File: config.mk
export PLATFORM = sky130hd
export DESIGN_NAME = nrzi_serial_rx
export DESIGN_NICKNAME = d
export VERILOG_FILES = /design/src/rtl/nrzi_serial_rx_pkg.sv /design/src/rtl/nrzi_bit_decode.sv /design/src/rtl/nrzi_serial_rx.sv
export SDC_FILE = /design/constraint.sdc
export NUM_CORES = 1
export LEC_CHECK = 0
export ABC_AREA = 1
export CORE_UTILIZATION = 32
export DETAILED_ROUTE_END_ITERATION = 7
export MAX_ROUTING_LAYER = met4
export PLACE_DENSITY = 0.5
export REMOVE_ABC_BUFFERS = 1
export SLEW_MARGIN = 20
export SYNTH_ARGS = -nofsm -noshare
export SYNTH_HDL_FRONTEND = slang
export SYNTH_SLANG_ARGS = --single-unit
File: constraint.sdc
create_clock -name clk -period 1.65 [get_ports clk]
set_input_delay 0.165 -clock clk [delete_from_list [all_inputs] [get_ports clk]]
set_output_delay 0.165 -clock clk [all_outputs]
set_load 0.05 [all_outputs]
File: src/rtl/nrzi_serial_rx_pkg.sv
// -----------------------------------------------------------------------------
// nrzi_serial_rx_pkg
//   Shared constants for the NRZI serial link (receiver and matching
//   transmitter): state encodings, default sync byte and stuffing run length,
//   and the idle line level. Also the bundle of one-cycle receiver pulses.
// -----------------------------------------------------------------------------
package nrzi_serial_rx_pkg;

    // Line level while the link is idle and after every end-of-packet.
    localparam logic LINE_IDLE = 1'b1;

    // Receiver FSM encodings.
    localparam logic [0:0] ST_IDLE = 1'b0;
    localparam logic [0:0] ST_DATA = 1'b1;

    // Link defaults shared with the transmitter.
    localparam int          SYNC_W        = 8;
    localparam logic [7:0]  SYNC_PAT_DEF  = 8'h80;
    localparam int          STUFF_LEN_DEF = 6;
    localparam int          DATA_W_DEF    = 8;

    // One-cycle status pulses produced by the receiver.
    typedef struct packed {
        logic frame_start;
        logic data_valid;
        logic frame_end;
        logic rx_err;
    } rx_pulses_t;

endpackage

File: src/rtl/nrzi_bit_decode.sv
// -----------------------------------------------------------------------------
// nrzi_bit_decode
//   Turns raw NRZI line samples into decoded bits. No transition between two
//   consecutive samples decodes as 1, a transition decodes as 0.
// Ports
//   clk        in   rising-edge clock
//   rst_n      in   synchronous reset, active-low
//   line_in    in   raw line level, meaningful when bit_valid=1
//   bit_valid  in   sample strobe
//   line_eop   in   end-of-packet strobe; wins over a coincident bit_valid
//   dbit       out  decoded bit (combinational)
//   dbit_valid out  decoded bit is valid this cycle
// -----------------------------------------------------------------------------
module nrzi_bit_decode
    import nrzi_serial_rx_pkg::*;
(
    input  logic clk,
    input  logic rst_n,
    input  logic line_in,
    input  logic bit_valid,
    input  logic line_eop,
    output logic dbit,
    output logic dbit_valid
);

    logic prev_line;

    // EOP returns the reference level to idle so the next packet decodes from
    // a known start; a bit coincident with EOP is ignored entirely.
    always_ff @(posedge clk) begin
        if (!rst_n || line_eop) begin
            prev_line <= LINE_IDLE;
        end else if (bit_valid) begin
            prev_line <= line_in;
        end
    end

    assign dbit       = ~(line_in ^ prev_line);
    assign dbit_valid = bit_valid & ~line_eop;

endmodule

File: src/rtl/nrzi_serial_rx.sv
// -----------------------------------------------------------------------------
// nrzi_serial_rx
//   Receive end of the NRZI serial link. Hunts for the sync byte, removes
//   stuffed zeros and assembles LSB-first bytes. Bits arrive on bit_valid
//   strobes from an upstream sampler; no clock recovery happens here.
// Ports
//   clk          in   rising-edge clock
//   rst_n        in   synchronous reset, active-low
//   line_in      in   raw NRZI line level, valid when bit_valid=1
//   bit_valid    in   one-cycle sample strobe
//   line_eop     in   one-cycle end-of-packet strobe
//   data_out     out  last completed byte, held until the next one
//   data_valid   out  pulse: data_out updated
//   frame_start  out  pulse: sync byte matched
//   frame_end    out  pulse: EOP accepted while receiving data
//   rx_err       out  pulse: stuffing violation or partial byte at EOP
// -----------------------------------------------------------------------------
module nrzi_serial_rx
    import nrzi_serial_rx_pkg::*;
#(
    parameter int               DATA_W    = DATA_W_DEF,
    parameter int               STUFF_LEN = STUFF_LEN_DEF,
    parameter logic [SYNC_W-1:0] SYNC_PAT = SYNC_PAT_DEF
) (
    input  logic              clk,
    input  logic              rst_n,
    input  logic              line_in,
    input  logic              bit_valid,
    input  logic              line_eop,
    output logic [DATA_W-1:0] data_out,
    output logic              data_valid,
    output logic              frame_start,
    output logic              frame_end,
    output logic              rx_err
);

    localparam int BC_W = $clog2(DATA_W + 1);
    localparam int OC_W = $clog2(STUFF_LEN + 1);

    logic              dbit;
    logic              dbit_valid;
    logic [0:0]        state;
    logic [SYNC_W-1:0] hunt_sr;
    logic [DATA_W-1:0] shift_sr;
    logic [BC_W-1:0]   bit_cnt;
    logic [OC_W-1:0]   ones_cnt;
    rx_pulses_t        pulses;

    nrzi_bit_decode u_decode (
        .clk        (clk),
        .rst_n      (rst_n),
        .line_in    (line_in),
        .bit_valid  (bit_valid),
        .line_eop   (line_eop),
        .dbit       (dbit),
        .dbit_valid (dbit_valid)
    );

    // Bits arrive LSB-first, so each new bit enters at the MSB.
    logic [SYNC_W-1:0] hunt_next;
    logic [DATA_W-1:0] shift_next;
    logic [BC_W-1:0]   bit_cnt_inc;
    logic              stuff_slot;

    assign hunt_next   = {dbit, hunt_sr[SYNC_W-1:1]};
    assign shift_next  = {dbit, shift_sr[DATA_W-1:1]};
    assign bit_cnt_inc = bit_cnt + BC_W'(1);
    assign stuff_slot  = (ones_cnt == OC_W'(STUFF_LEN));

    // NOTE: every register here uses non-blocking assignment so all state
    // updates see the pre-edge values, regardless of statement order.
    always_ff @(posedge clk) begin
        if (!rst_n) begin
            state    <= ST_IDLE;
            hunt_sr  <= '0;
            shift_sr <= '0;
            bit_cnt  <= '0;
            ones_cnt <= '0;
            data_out <= '0;
            pulses   <= '0;
        end else begin
            pulses <= '0;
            if (line_eop) begin
                hunt_sr <= '0;
                if (state == ST_DATA) begin
                    pulses.frame_end <= 1'b1;
                    pulses.rx_err    <= (bit_cnt != '0);
                    state            <= ST_IDLE;
                    shift_sr         <= '0;
                    bit_cnt          <= '0;
                    ones_cnt         <= '0;
                end
            end else if (dbit_valid) begin
                if (state == ST_IDLE) begin
                    hunt_sr <= hunt_next;
                    if (hunt_next == SYNC_PAT) begin
                        // The sync byte ends in a 1, which opens the run of ones.
                        state              <= ST_DATA;
                        pulses.frame_start <= 1'b1;
                        ones_cnt           <= OC_W'(1);
                        bit_cnt            <= '0;
                        shift_sr           <= '0;
                    end
                end else if (stuff_slot) begin
                    // This bit must be the stuffed zero; it carries no data.
                    if (dbit) begin
                        pulses.rx_err <= 1'b1;
                        state         <= ST_IDLE;
                        shift_sr      <= '0;
                        bit_cnt       <= '0;
                        ones_cnt      <= '0;
                    end else begin
                        ones_cnt <= '0;
                    end
                end else begin
                    if (!dbit) begin
                        ones_cnt <= '0;
                    end else if (ones_cnt != '1) begin
                        ones_cnt <= ones_cnt + OC_W'(1);
                    end
                    shift_sr <= shift_next;
                    if (bit_cnt_inc == BC_W'(DATA_W)) begin
                        data_out          <= shift_next;
                        pulses.data_valid <= 1'b1;
                        bit_cnt           <= '0;
                    end else begin
                        bit_cnt <= bit_cnt_inc;
                    end
                end
            end
        end
    end

    assign frame_start = pulses.frame_start;
    assign data_valid  = pulses.data_valid;
    assign frame_end   = pulses.frame_end;
    assign rx_err      = pulses.rx_err;

endmodule

==> results.cfg <==
[detailed_routing]
num_vias = 1553
firstDrtPassIters = 4
drc = 0
via_per_inst = 4.64
drt_iter0_drc = 68
wire_per_inst_um = 11.8
postRouteAntennaNets = 0
routed_wl_mm = 3.95

[global_route]
grt_pass1_vias = 1432
antenna_found_initial = 0
grt_usage_pct = 15.2
grt_max_degree = 30
overflow = 0
grt_first_pass_wirelength_mm = 6.76

[hold_path]
min_from = hunt_sr[1]$_SDFFE_PP0P_
hold_path_class = flop to flop
hold_end = hunt_sr[1]$_SDFFE_PP0P_
hold_depth = 2

[clock_tree]
ctsHoldBuffers = 0
numCtsBuffers = 5
htree_num_levels = 2
clkTransAtPathRegs_ns = 0.07
insertion_delay_ns = 0.29
cts_tree = done
clock-sinks = 35
clockBufferDepth = 2
cts_root_buf = clkbuf_8

[final_layout]
postLayoutCoreUtil_pct = 42.7
final_cell_mix = nand2_1, dfxtp_1, a21oi_1
fillers = 558
final_common_cell = nand2_1
antenna_cells = 0
nets = 275
finalNonFillerCells = 335
area_growth_pct = 25.5
multi_input_area_sq_um = 908
layout-drive-gt1-share_pct = 20.4
regArea_sq_um = 708

[worst_setup_path]
critPathKind = flop to primary output
critPathMaxStageDelay_ns = 0.81
start_kind = flop
cp_max_fo = 2
worstPathCellList = clkdlybuf4s50_1
critical_path_required_ns = 1.48
crit_family = buffers and inverters
worstSetupEndpointType = primary output
slowest_stage = clkdlybuf4s50_1
reg2reg_to = data_out[1]$_SDFFE_PN0P_
reg2reg_slack_ns = 0.15
reg2reg_from = ones_cnt[0]$_SDFFE_PN0P_
cp.buffers_inverters = 1
cp.arrival_ns = 1.43
r2r_cells = 9

[floorplanning]
dieArea_sq_mm = 0.00583
fp.dieH_um = 76.4
io_pins = 17
fp-row-count = 26
initial_core_util_pct = 34.0
coreArea_sq_mm = 0.00520
die_x_um = 76.4

[placed_design]
place_congestion = 0.749
numPortBuffers = 16
preCtsSetupSlack_ns = 0.0338
post-dp-hpwl_mm = 2.72
dpl.cell_count = 324

[sta]
finalCritPeriodShare_pct = 96.8
fmaxAchievable_ghz = 0.626
hold_viol = 0
finalSetupTns_ns = 0
drv_slew = 0
tightest_slew_ns = 0.511
setup_viol = 0
skew_ns = 0.00407
period_needed_ns = 1.60
slew_headroom_pct = 65.9
worst_slack_ns = 0.0532

[status]
outcome = finished, final reports clean

[synthesis]
syn_inst = 238
synth.distinct_cells = 26
synth-edff-count = 0
syn_area_sq_mm = 0.00177
synthArstFlopShare_pct = 0
avgSynthCellArea_sq_um = 7.44
synth_warnings = 0
ys_seq_area_share_pct = 39.6
synth.ff_latch_count = 35
ys.flop_type = dfxtp_1

[pwr]
pwr-share-comb_pct = 13.0
peakVddDrop_uv = 291
switching_share_pct = 24.6
power.total_mw = 2.10
power_leakage_nw = 0.879
seq_power_share_pct = 43.0
clkPwrFrac_pct = 44.0
powerDensity_mw_per_mm2 = 945
internal-power_mw = 1.58
p_switching_mw = 0.516

[flow_run]
cap_violations = 0
-- registers in the layout, indices dropped and copies added, names as in the netlist, 3 cells and up --
name	flops
data_out	8
shift_sr	7
hunt_sr	7
ones_cnt	3
bit_cnt	4
-- per-stage QoR --
step | cell area, sq um | hold WS (ns)
floorplan | 1690 | 0.265
global placement | 2030 | 0.446
detailed placement | 2030 | 0.449
CTS | 2170 | 0.461
global route | 2220 | 0.481
finish | 2220 | 0.456
-- cell families after synthesis --
group           synth area share, %
compound gates                 14.6
flops                          39.6
simple gates                   31.6
fa+ha+maj                      4.24
buf+inv                        9.96
-- power by group through the flow --
| stage | Sequential, mW | Clock (mW) | Combinational [mW] |
|---|---|---|---|
| finish | 0.904 | 0.924 | 0.272 |
| global route | 0.909 | 0.984 | 0.306 |
| CTS | 0.904 | 0.941 | 0.271 |
| detailed placement | 0.923 | 0 | 0.271 |
| global placement | 0.923 | 0 | 0.270 |
| floorplan | 0.920 | 0 | 0.168 |
-- repair_timing --
item,in CTS,in global routing
setup buffers,0,3
endpoints found under the setup margin,0,11
gates resized for setup,0,7
-- layout make-up --
| type | instances | area share (%) |
|---|---|---|
| flip-flops and latches | 35 | 31.9 |
| multi-input cells | 168 | 40.9 |
| repair buffers | 28 | 13.0 |
| well taps | 70 | 3.94 |
| clock buffers | 6 | 3.27 |
| inverters | 26 | 4.39 |
| clock inverters | 2 | 2.70 |
-- layer usage --
layer  wire (um)  share of wire, %  vias up  global-route usage, %
met2        1680                43       19                   21.4
met4          64               1.6        0                   6.92
li1            -                 -      826                      -
met1        2100                53      701                   20.7
met3          94               2.4        7                   3.23
met5           0                 0        -                      -
-- worst min-delay path: stages, from the launching register on --
cell and delay, ns:
dfxtp_1 0.30, inv_1 0.06, a21oi_1 0.05
-- synthesized netlist by cell type, types with 2 or more instances --
| cell type | count | area, sq um |
|---|---|---|
| nand4_1 | 9 | 56.3 |
| o21ai_0 | 8 | 40.0 |
| nor2_2 | 4 | 25.0 |
| nand3_1 | 19 | 95.1 |
| dfxtp_1 | 35 | 701 |
| buf_2 | 2 | 10.0 |
| inv_1 | 20 | 75.1 |
| a21oi_2 | 10 | 87.6 |
| nand2_1 | 56 | 210 |
| nand2_2 | 3 | 18.8 |
| clkbuf_1 | 2 | 7.51 |
| inv_2 | 5 | 18.8 |
| nor2_1 | 22 | 82.6 |
| a21oi_1 | 23 | 115 |
| ha_1 | 6 | 75.1 |
| buf_6 | 3 | 33.8 |
| nand3_2 | 2 | 20.0 |
-- worst max-delay path by stage --
stage                             start                       end  slack [ns]  depth (start not counted)
2_1_floorplan  ones_cnt[0]$_SDFFE_PN0P_   bit_cnt[3]$_SDFFE_PN0P_        0.07                          8
3_3_place_gp                    line_in  shift_sr[7]$_SDFFE_PN0P_        0.03                          9
3_5_place_dp                    line_in  ones_cnt[1]$_SDFFE_PN0P_        0.03                          9
4_1_cts        data_out[5]$_SDFFE_PN0P_               data_out[5]        0.04                          1
5_1_grt         bit_cnt[0]$_SDFFE_PN0P_  data_out[2]$_SDFFE_PN0P_       -0.01                          9
6_report       data_out[5]$_SDFFE_PN0P_               data_out[5]        0.05                          1
No activity file was read; power rests on OpenSTA's default activity.
